### src/rtl/stage_id_hz.sv
// Decode stage: IF/ID register, register file with write-through bypass and a
// load-use hazard scoreboard that holds fetch and bubbles execute.
module stage_id_hz #(
    parameter int unsigned WORD_WIDTH     = 32,
    parameter int unsigned ADDR_WIDTH     = 32,
    parameter int unsigned REG_ADDR_WIDTH = 5,
    parameter int unsigned LOAD_LATENCY   = 1
) (
    input  logic                      clk,
    input  logic                      rst,
    input  logic                      in_valid,
    input  logic [WORD_WIDTH-1:0]     inst_in,
    input  logic [ADDR_WIDTH-1:0]     pc_in,
    input  logic                      flush,
    input  logic                      ex_stall,
    input  logic                      wb_wen,
    input  logic [REG_ADDR_WIDTH-1:0] wb_addr,
    input  logic [WORD_WIDTH-1:0]     wb_data,
    output logic                      out_valid,
    output logic [WORD_WIDTH-1:0]     inst_out,
    output logic [ADDR_WIDTH-1:0]     pc_out,
    output logic [REG_ADDR_WIDTH-1:0] rs1_addr,
    output logic [REG_ADDR_WIDTH-1:0] rs2_addr,
    output logic [REG_ADDR_WIDTH-1:0] rd_addr,
    output logic [WORD_WIDTH-1:0]     rs1_val,
    output logic [WORD_WIDTH-1:0]     rs2_val,
    output logic                      if_stall,
    output logic                      hazard
);

    localparam int unsigned NumRegs = 2 ** REG_ADDR_WIDTH;
    localparam logic [WORD_WIDTH-1:0] NopInst = WORD_WIDTH'(32'h0000_0013);

    localparam logic [6:0] OpLui    = 7'b0110111;
    localparam logic [6:0] OpAuipc  = 7'b0010111;
    localparam logic [6:0] OpJal    = 7'b1101111;
    localparam logic [6:0] OpReg    = 7'b0110011;
    localparam logic [6:0] OpStore  = 7'b0100011;
    localparam logic [6:0] OpBranch = 7'b1100011;
    localparam logic [6:0] OpLoad   = 7'b0000011;

    logic                      id_valid_q;
    logic [WORD_WIDTH-1:0]     inst_q;
    logic [ADDR_WIDTH-1:0]     pc_q;
    logic [LOAD_LATENCY-1:0]   sb_v_q;
    logic [REG_ADDR_WIDTH-1:0] sb_rd_q [LOAD_LATENCY];
    logic [WORD_WIDTH-1:0]     rf_q [NumRegs];

    logic [6:0] opcode;
    logic       uses_rs1;
    logic       uses_rs2;
    logic       dep_hit;
    logic       load_issue;

    assign opcode   = inst_q[6:0];
    assign rs1_addr = inst_q[15 +: REG_ADDR_WIDTH];
    assign rs2_addr = inst_q[20 +: REG_ADDR_WIDTH];
    assign rd_addr  = inst_q[7 +: REG_ADDR_WIDTH];
    assign inst_out = inst_q;
    assign pc_out   = pc_q;

    always_comb begin
        uses_rs1 = 1'b1;
        uses_rs2 = 1'b0;
        if (opcode == OpLui || opcode == OpAuipc || opcode == OpJal) begin
            uses_rs1 = 1'b0;
        end
        if (opcode == OpReg || opcode == OpStore || opcode == OpBranch) begin
            uses_rs2 = 1'b1;
        end
    end

    // x0 is never a dependency, regardless of what the scoreboard holds.
    always_comb begin
        dep_hit = 1'b0;
        for (int k = 0; k < LOAD_LATENCY; k++) begin
            if (sb_v_q[k]) begin
                if (uses_rs1 && rs1_addr != '0 && sb_rd_q[k] == rs1_addr) dep_hit = 1'b1;
                if (uses_rs2 && rs2_addr != '0 && sb_rd_q[k] == rs2_addr) dep_hit = 1'b1;
            end
        end
    end

    assign hazard     = id_valid_q & dep_hit;
    assign out_valid  = id_valid_q & ~hazard;
    assign if_stall   = ex_stall | hazard;
    assign load_issue = out_valid & (opcode == OpLoad) & (rd_addr != '0);

    // Flush clears the valid bit even while the register is otherwise held.
    always_ff @(posedge clk or posedge rst) begin
        if (rst) begin
            id_valid_q <= 1'b0;
            inst_q     <= NopInst;
            pc_q       <= '0;
        end else begin
            if (!if_stall) begin
                id_valid_q <= in_valid;
                inst_q     <= inst_in;
                pc_q       <= pc_in;
            end
            if (flush) begin
                id_valid_q <= 1'b0;
            end
        end
    end

    // Entry k holds a load issued k+1 unstalled cycles ago; ex_stall freezes aging.
    always_ff @(posedge clk or posedge rst) begin
        if (rst) begin
            sb_v_q <= '0;
            for (int k = 0; k < LOAD_LATENCY; k++) begin
                sb_rd_q[k] <= '0;
            end
        end else if (!ex_stall) begin
            for (int k = LOAD_LATENCY - 1; k > 0; k--) begin
                sb_v_q[k]  <= sb_v_q[k-1];
                sb_rd_q[k] <= sb_rd_q[k-1];
            end
            sb_v_q[0]  <= load_issue;
            sb_rd_q[0] <= rd_addr;
        end
    end

    always_ff @(posedge clk or posedge rst) begin
        if (rst) begin
            for (int r = 0; r < NumRegs; r++) begin
                rf_q[r] <= '0;
            end
        end else if (wb_wen && wb_addr != '0) begin
            rf_q[wb_addr] <= wb_data;
        end
    end

    always_comb begin
        rs1_val = rf_q[rs1_addr];
        if (rs1_addr == '0) begin
            rs1_val = '0;
        end else if (wb_wen && wb_addr == rs1_addr) begin
            rs1_val = wb_data;
        end
    end

    always_comb begin
        rs2_val = rf_q[rs2_addr];
        if (rs2_addr == '0) begin
            rs2_val = '0;
        end else if (wb_wen && wb_addr == rs2_addr) begin
            rs2_val = wb_data;
        end
    end

endmodule

### config.mk
export PLATFORM = sky130hd
export DESIGN_NAME = stage_id_hz
export DESIGN_NICKNAME = d
export VERILOG_FILES = /design/src/rtl/stage_id_hz.sv
export SDC_FILE = /design/constraint.sdc
export NUM_CORES = 2
export LEC_CHECK = 0
export BUFFER_PORTS_ARGS = -buffer_cell sky130_fd_sc_hd__buf_2
export CAP_MARGIN = 30
export CORE_UTILIZATION = 35
export DETAILED_ROUTE_END_ITERATION = 7
export PLACE_DENSITY = 0.49
export SLEW_MARGIN = 20
export SYNTH_ARGS = -nofsm -noshare
export SYNTH_HDL_FRONTEND = slang
export SYNTH_SLANG_ARGS = --single-unit
### constraint.sdc
create_clock -name clk -period 47.6 [get_ports clk]
set_input_delay 4.76 -clock clk [delete_from_list [all_inputs] [get_ports clk]]
set_output_delay 4.76 -clock clk [all_outputs]
set_load 0.005 [all_outputs]
Word level (Yosys, flattened, before mapping)
Cells that the tools add are included.
{"block": "op_classes", "muxes": 20, "reduce_logical": 18, "bitwise_logic": 9, "n_eq_ne": 12, "magnitude_cmp": 4}
{"operator": "1024-bit bitwise mux", "count": 1}
{"operator": "32-bit binary-select mux with 5-bit select", "count": 2}
{"operator": "32-bit 2-to-1 mux", "count": 9}
{"operator": "32-bit demux with 5-bit select", "count": 1}
{"operator": "7-bit by 6-bit equality test with 1-bit output (second input constant)", "count": 3}
{"operator": "5-bit equality test", "count": 4}
{"operator": "5-bit nonzero test", "count": 4}
{"operator": "6-bit greater-or-equal comparator (second input constant)", "count": 3}
{"operator": "5-bit NOT with 6-bit output", "count": 3}
{"operator": "7-bit equality test (second input constant)", "count": 2}
{"operator": "5-bit zero test", "count": 2}
{"operator": "1-bit logical AND", "count": 8}
{"operator": "7-bit by 2-bit equality test with 1-bit output (second input constant)", "count": 1}
{"operator": "7-bit by 5-bit equality test with 1-bit output (second input constant)", "count": 1}
{"operator": "1-bit 2-to-1 mux", "count": 7}
{"operator": "6-bit by 1-bit < comparator with 1-bit output (second input constant)", "count": 1}
{"operator": "1-bit bitwise AND", "count": 4}
{"operator": "1-bit logical OR", "count": 4}
{"operator": "2-bit != test (second input constant)", "count": 1}
{"operator": "1-bit NOT", "count": 1}
{"operator": "1-bit OR", "count": 1}
{"block": "word_totals", "elab_cells": 100, "ff_bits": 1095}

Logic depth before layout (Yosys ltp)
{"block": "logic_depth", "word_depth": 14, "depth_mapped": 11, "depth_no_buf": 6}

Least setup slack after synthesis
Ideal clock, no wire load.
{"block": "synth_path", "path_type": "input-to-output", "from": "input wb_addr[1]", "to": "output rs2_val[29]", "path_buffers": 2, "path_stages": 7, "required_time_ns": 42.840, "slack_ns": 36.586, "t_arrival_ns": 6.254, "path_cell_list": "buf_2 -> xor2_1 -> nor3_1 -> nand4_1 -> and2_1 -> buf_1 -> a221o_1"}
{"block": "synth_via", "elab_chain_cells": 4}
{"element": "start, declared", "line_no": "17", "text": "input logic [REG_ADDR_WIDTH-1:0] wb_addr,"}
{"element": "5-bit equality test", "line_no": "147", "text": "end else if (wb_wen && wb_addr == rs2_addr) begin"}
{"element": "1-bit logical AND", "line_no": "147"}
{"element": "32-bit 2-to-1 mux", "line_no": "147"}
{"element": "32-bit 2-to-1 mux", "line_no": "145", "text": "if (rs2_addr == '0) begin"}
{"element": "end, declared", "line_no": "26", "text": "output logic [WORD_WIDTH-1:0] rs2_val,"}
No other way between the ends.

Worst setup path after layout
{"block": "layout_path", "from": "input wb_addr[4]", "to": "output rs2_val[12]"}
The elaborated chain is that of the path after synthesis.

==> out/summary.txt <==
# fillers: 15400
Die Y: 410 um
CTS Buf Count: 134
end-of-flow core utilization: 40.3%
Synth Flop Type: dfrtp_1
Core Area: 165000 sq um
clock share of power: 35.2%
post-synthesis cell type count: 61
Finished Cell Area: 66400 sq um
area growth from synthesis to layout: 14.1%
Max Freq: 0.0818 GHz
CTS max path bufs: 3
final hold violations: 0
die width: 410 um
Avg WL per Cell: 34.3 um
Die ar.: 168000 sq um
part of the Yosys area used for sequential elements: 47.1%
Switching Fraction: 29.5%
Post-CTS Setup Bufs: 0
P per Cell Area: 44.6 nW/um^2
Root Buffer: clkbuf_16
largest net degree at the start of global routing: 171
initial antenna violation count: 14
Critical Path RT: 42840 ps
GRT Util Overall: 25.9%
Data arrival, critical path: 7470 ps
Int Pwr: 0.00209 W
Cells after Synth: 3988
Post-DP Area: 61800 sq um
worst-path fanout max: 22
P_sw: 0.000874 W
Setup WS pre-CTS: 35420 ps
row count: 149
# IOs: 253
share of cells above drive strength 1: 51.9%
Hold WC Path Type: reg -> reg
Via Count: 38171
Critical Path End Type: output port
Area contributors post-synth: dfrtp_1 (47%), mux2_2 (20%), mux4_2 (17%), mux2i_1 (4.2%), clkbuf_1 (1.5%)
Pins Over Slew Limit: 0
Worst VDD drop: 0.0371 mV
dpl hpwl: 127000 um
post-synth net total: 4095
I/O Buffers: 252
routability congestion estimate: 0.793
worst skew pair latency: 780 ps
CTS tree: built
Setup Viol. Count Final: 0
Via-to-Cell Ratio: 6.01
worst reg2reg setup slack: 42770 ps
Mapped Avg Cell Area: 14.6 sq um
CP Class: in -> out
worst-margin pin slew: 1070 ps
Worst Setup Start Kind: primary input
final worst-path cycle share: 25.7%
minimum clock period: 12230 ps
status: finished, violations left
number of max-cap violations: 0
Comb pwr share: 23.1%
vias in the first global route: 38778
Layout Nets: 4174
TritonCTS Sinks: 1095
Final WS setup: 35370 ps
H-tree depth reported by CTS: 4
share of flip-flops with an asynchronous set or reset: 100%
Yosys reg bits: 1095
Post-synth EDFFs: 0
Routed Antenna Nets: 0
Slew headroom: 28.7%
Reg power frac: 41.7%
hold slack: 391 ps
post-CTS sizing: 0
top cell type by total area after synthesis: dfrtp_1
failing checks: DRC
Initial DRT Pass Iterations: 7
yosys warns: 0
worst clock skew: 10.3 ps
# DRC: 164
mapped cell area: 58200 sq um
Initial DRC Count: 3572
Leakage: 29.0 nW
post-synth top area share: 46.9%
first-pass GRT wire length: 309000 um
Clock Pin Slew Worst Setup and Hold Paths: 50 ps
RSZ-0062 raised after global routing: no
setup_tns: 0 ps
Initial Util: 35.3%
Hold-fix buffers, CTS: 0
total gr overflow: 0
Total Wirelength: 218000 um
-- logic make-up after synthesis --
group	share of synthesized area (%)
AO/OA/AOI/OAI	4.12
XOR/XNOR	0.301
buffers and inverters	3.81
AND/OR/NAND/NOR	2.71
flip-flops	47.1
multiplexers	42.0
-- registers in the layout, indices dropped and copies added (netlist names) --
register	flops
id_valid_q	1
inst_out	32
pc_out	32
rf_q	1024
sb_rd_q	5
sb_v_q	1
-- per-layer routing --
metal | track usage, % | up-vias | wire length [um]
met4 | 7.31 | 6 | 6120
li1 | - | 15442 | -
met5 | 0 | - | 34
met1 | 37.3 | 21015 | 98600
met2 | 39.7 | 1408 | 99200
met3 | 4.79 | 300 | 14000
-- placed cells by master, fill, tap and decap left out, types with 40 or more instances in the layout --
master,instances
mux2_2,1019
dfrtp_1,1082
clkbuf_16,135
nand2_1,75
buf_4,104
nor2_1,62
nor3_1,48
mux4_2,436
o22ai_1,52
buf_2,255
mux2_4,40
a21oi_1,57
mux2i_1,246
a22oi_1,90
-- synthesized netlist by cell type, types with 2 or more instances --
| library cell | number |
|---|---|
| buf_8 | 4 |
| a211oi_1 | 23 |
| xnor2_1 | 14 |
| a2111oi_0 | 9 |
| mux4_2 | 436 |
| clkbuf_1 | 226 |
| xor2_1 | 6 |
| mux2_1 | 9 |
| inv_1 | 6 |
| or2_2 | 2 |
| and4_1 | 2 |
| o21ai_0 | 16 |
| mux2i_1 | 246 |
| o32a_1 | 2 |
| mux2_2 | 1019 |
| o22ai_1 | 52 |
| a221oi_1 | 13 |
| dfstp_2 | 3 |
| or3_1 | 3 |
| o311ai_0 | 4 |
| a221o_1 | 10 |
| a21oi_1 | 57 |
| a22oi_1 | 90 |
| nand3_1 | 32 |
| nor3_1 | 48 |
| nor2_1 | 83 |
| buf_2 | 90 |
| buf_4 | 53 |
| buf_1 | 59 |
| nand3b_1 | 3 |
| mux2_4 | 40 |
| o211ai_1 | 27 |
| buf_6 | 19 |
| or3b_2 | 2 |
| nand2_1 | 90 |
| and3_1 | 2 |
| dfrtp_1 | 1092 |
| nor2b_1 | 10 |
| and2_1 | 17 |
| nor4_1 | 7 |
| nor3b_1 | 12 |
| and3b_1 | 3 |
| a22o_1 | 29 |
-- power groups by stage --
stage               clock [W]  sequential (W)  combinational (W)
floorplan                   0         0.00120           0.000507
global placement            0         0.00124           0.000674
detailed placement          0         0.00125           0.000682
CTS                   0.00107         0.00123           0.000684
global route          0.00110         0.00126           0.000727
finish                0.00104         0.00124           0.000683
-- critical path: stages --
cell and delay [ps]:
buf_2 170, xor2_1 180, nor3_1 250, and4_2 250
buf_4 460, or3_1 690, a21oi_1 90, a221o_1 400
buf_2 170
-- cell type report --
type | count | area (sq um) | area share [%]
multi-input cells | 2435 | 29000 | 43.6
diodes | 1 | 2.50 | 0.00377
repair buffers | 394 | 2840 | 4.27
well taps | 2189 | 2740 | 4.12
inverters | 7 | 35.0 | 0.0527
clock buffers | 199 | 3900 | 5.87
clock inverters | 35 | 529 | 0.797
flip-flops and latches | 1095 | 27400 | 41.3
-- final timing paths --
path / startpoint / to / cells past startpoint
max: wb_addr[4] / rs2_val[12] / 9
max reg2reg: inst_out[16]$_DFFE_PP0N_ / inst_out[29]$_DFFE_PP0N_ / 9
min reg2reg: rf_q[1015]$_DFFE_PP0P_ / rf_q[1015]$_DFFE_PP0P_ / 0
min: rf_q[1015]$_DFFE_PP0P_ / rf_q[1015]$_DFFE_PP0P_ / 0
max in group asynchronous: rst / rf_q[36]$_DFFE_PP0P_ / 7
min in group asynchronous: rst / rf_q[919]$_DFFE_PP0P_ / 2
-- per-stage QoR --
step	total power, W	instances
global placement	0.00192	6089
detailed placement	0.00193	6112
global route	0.00309	6354
CTS	0.00298	6346
finish	0.00296	6355
floorplan	0.00171	3988
Power figures use the tool's default switching activity.
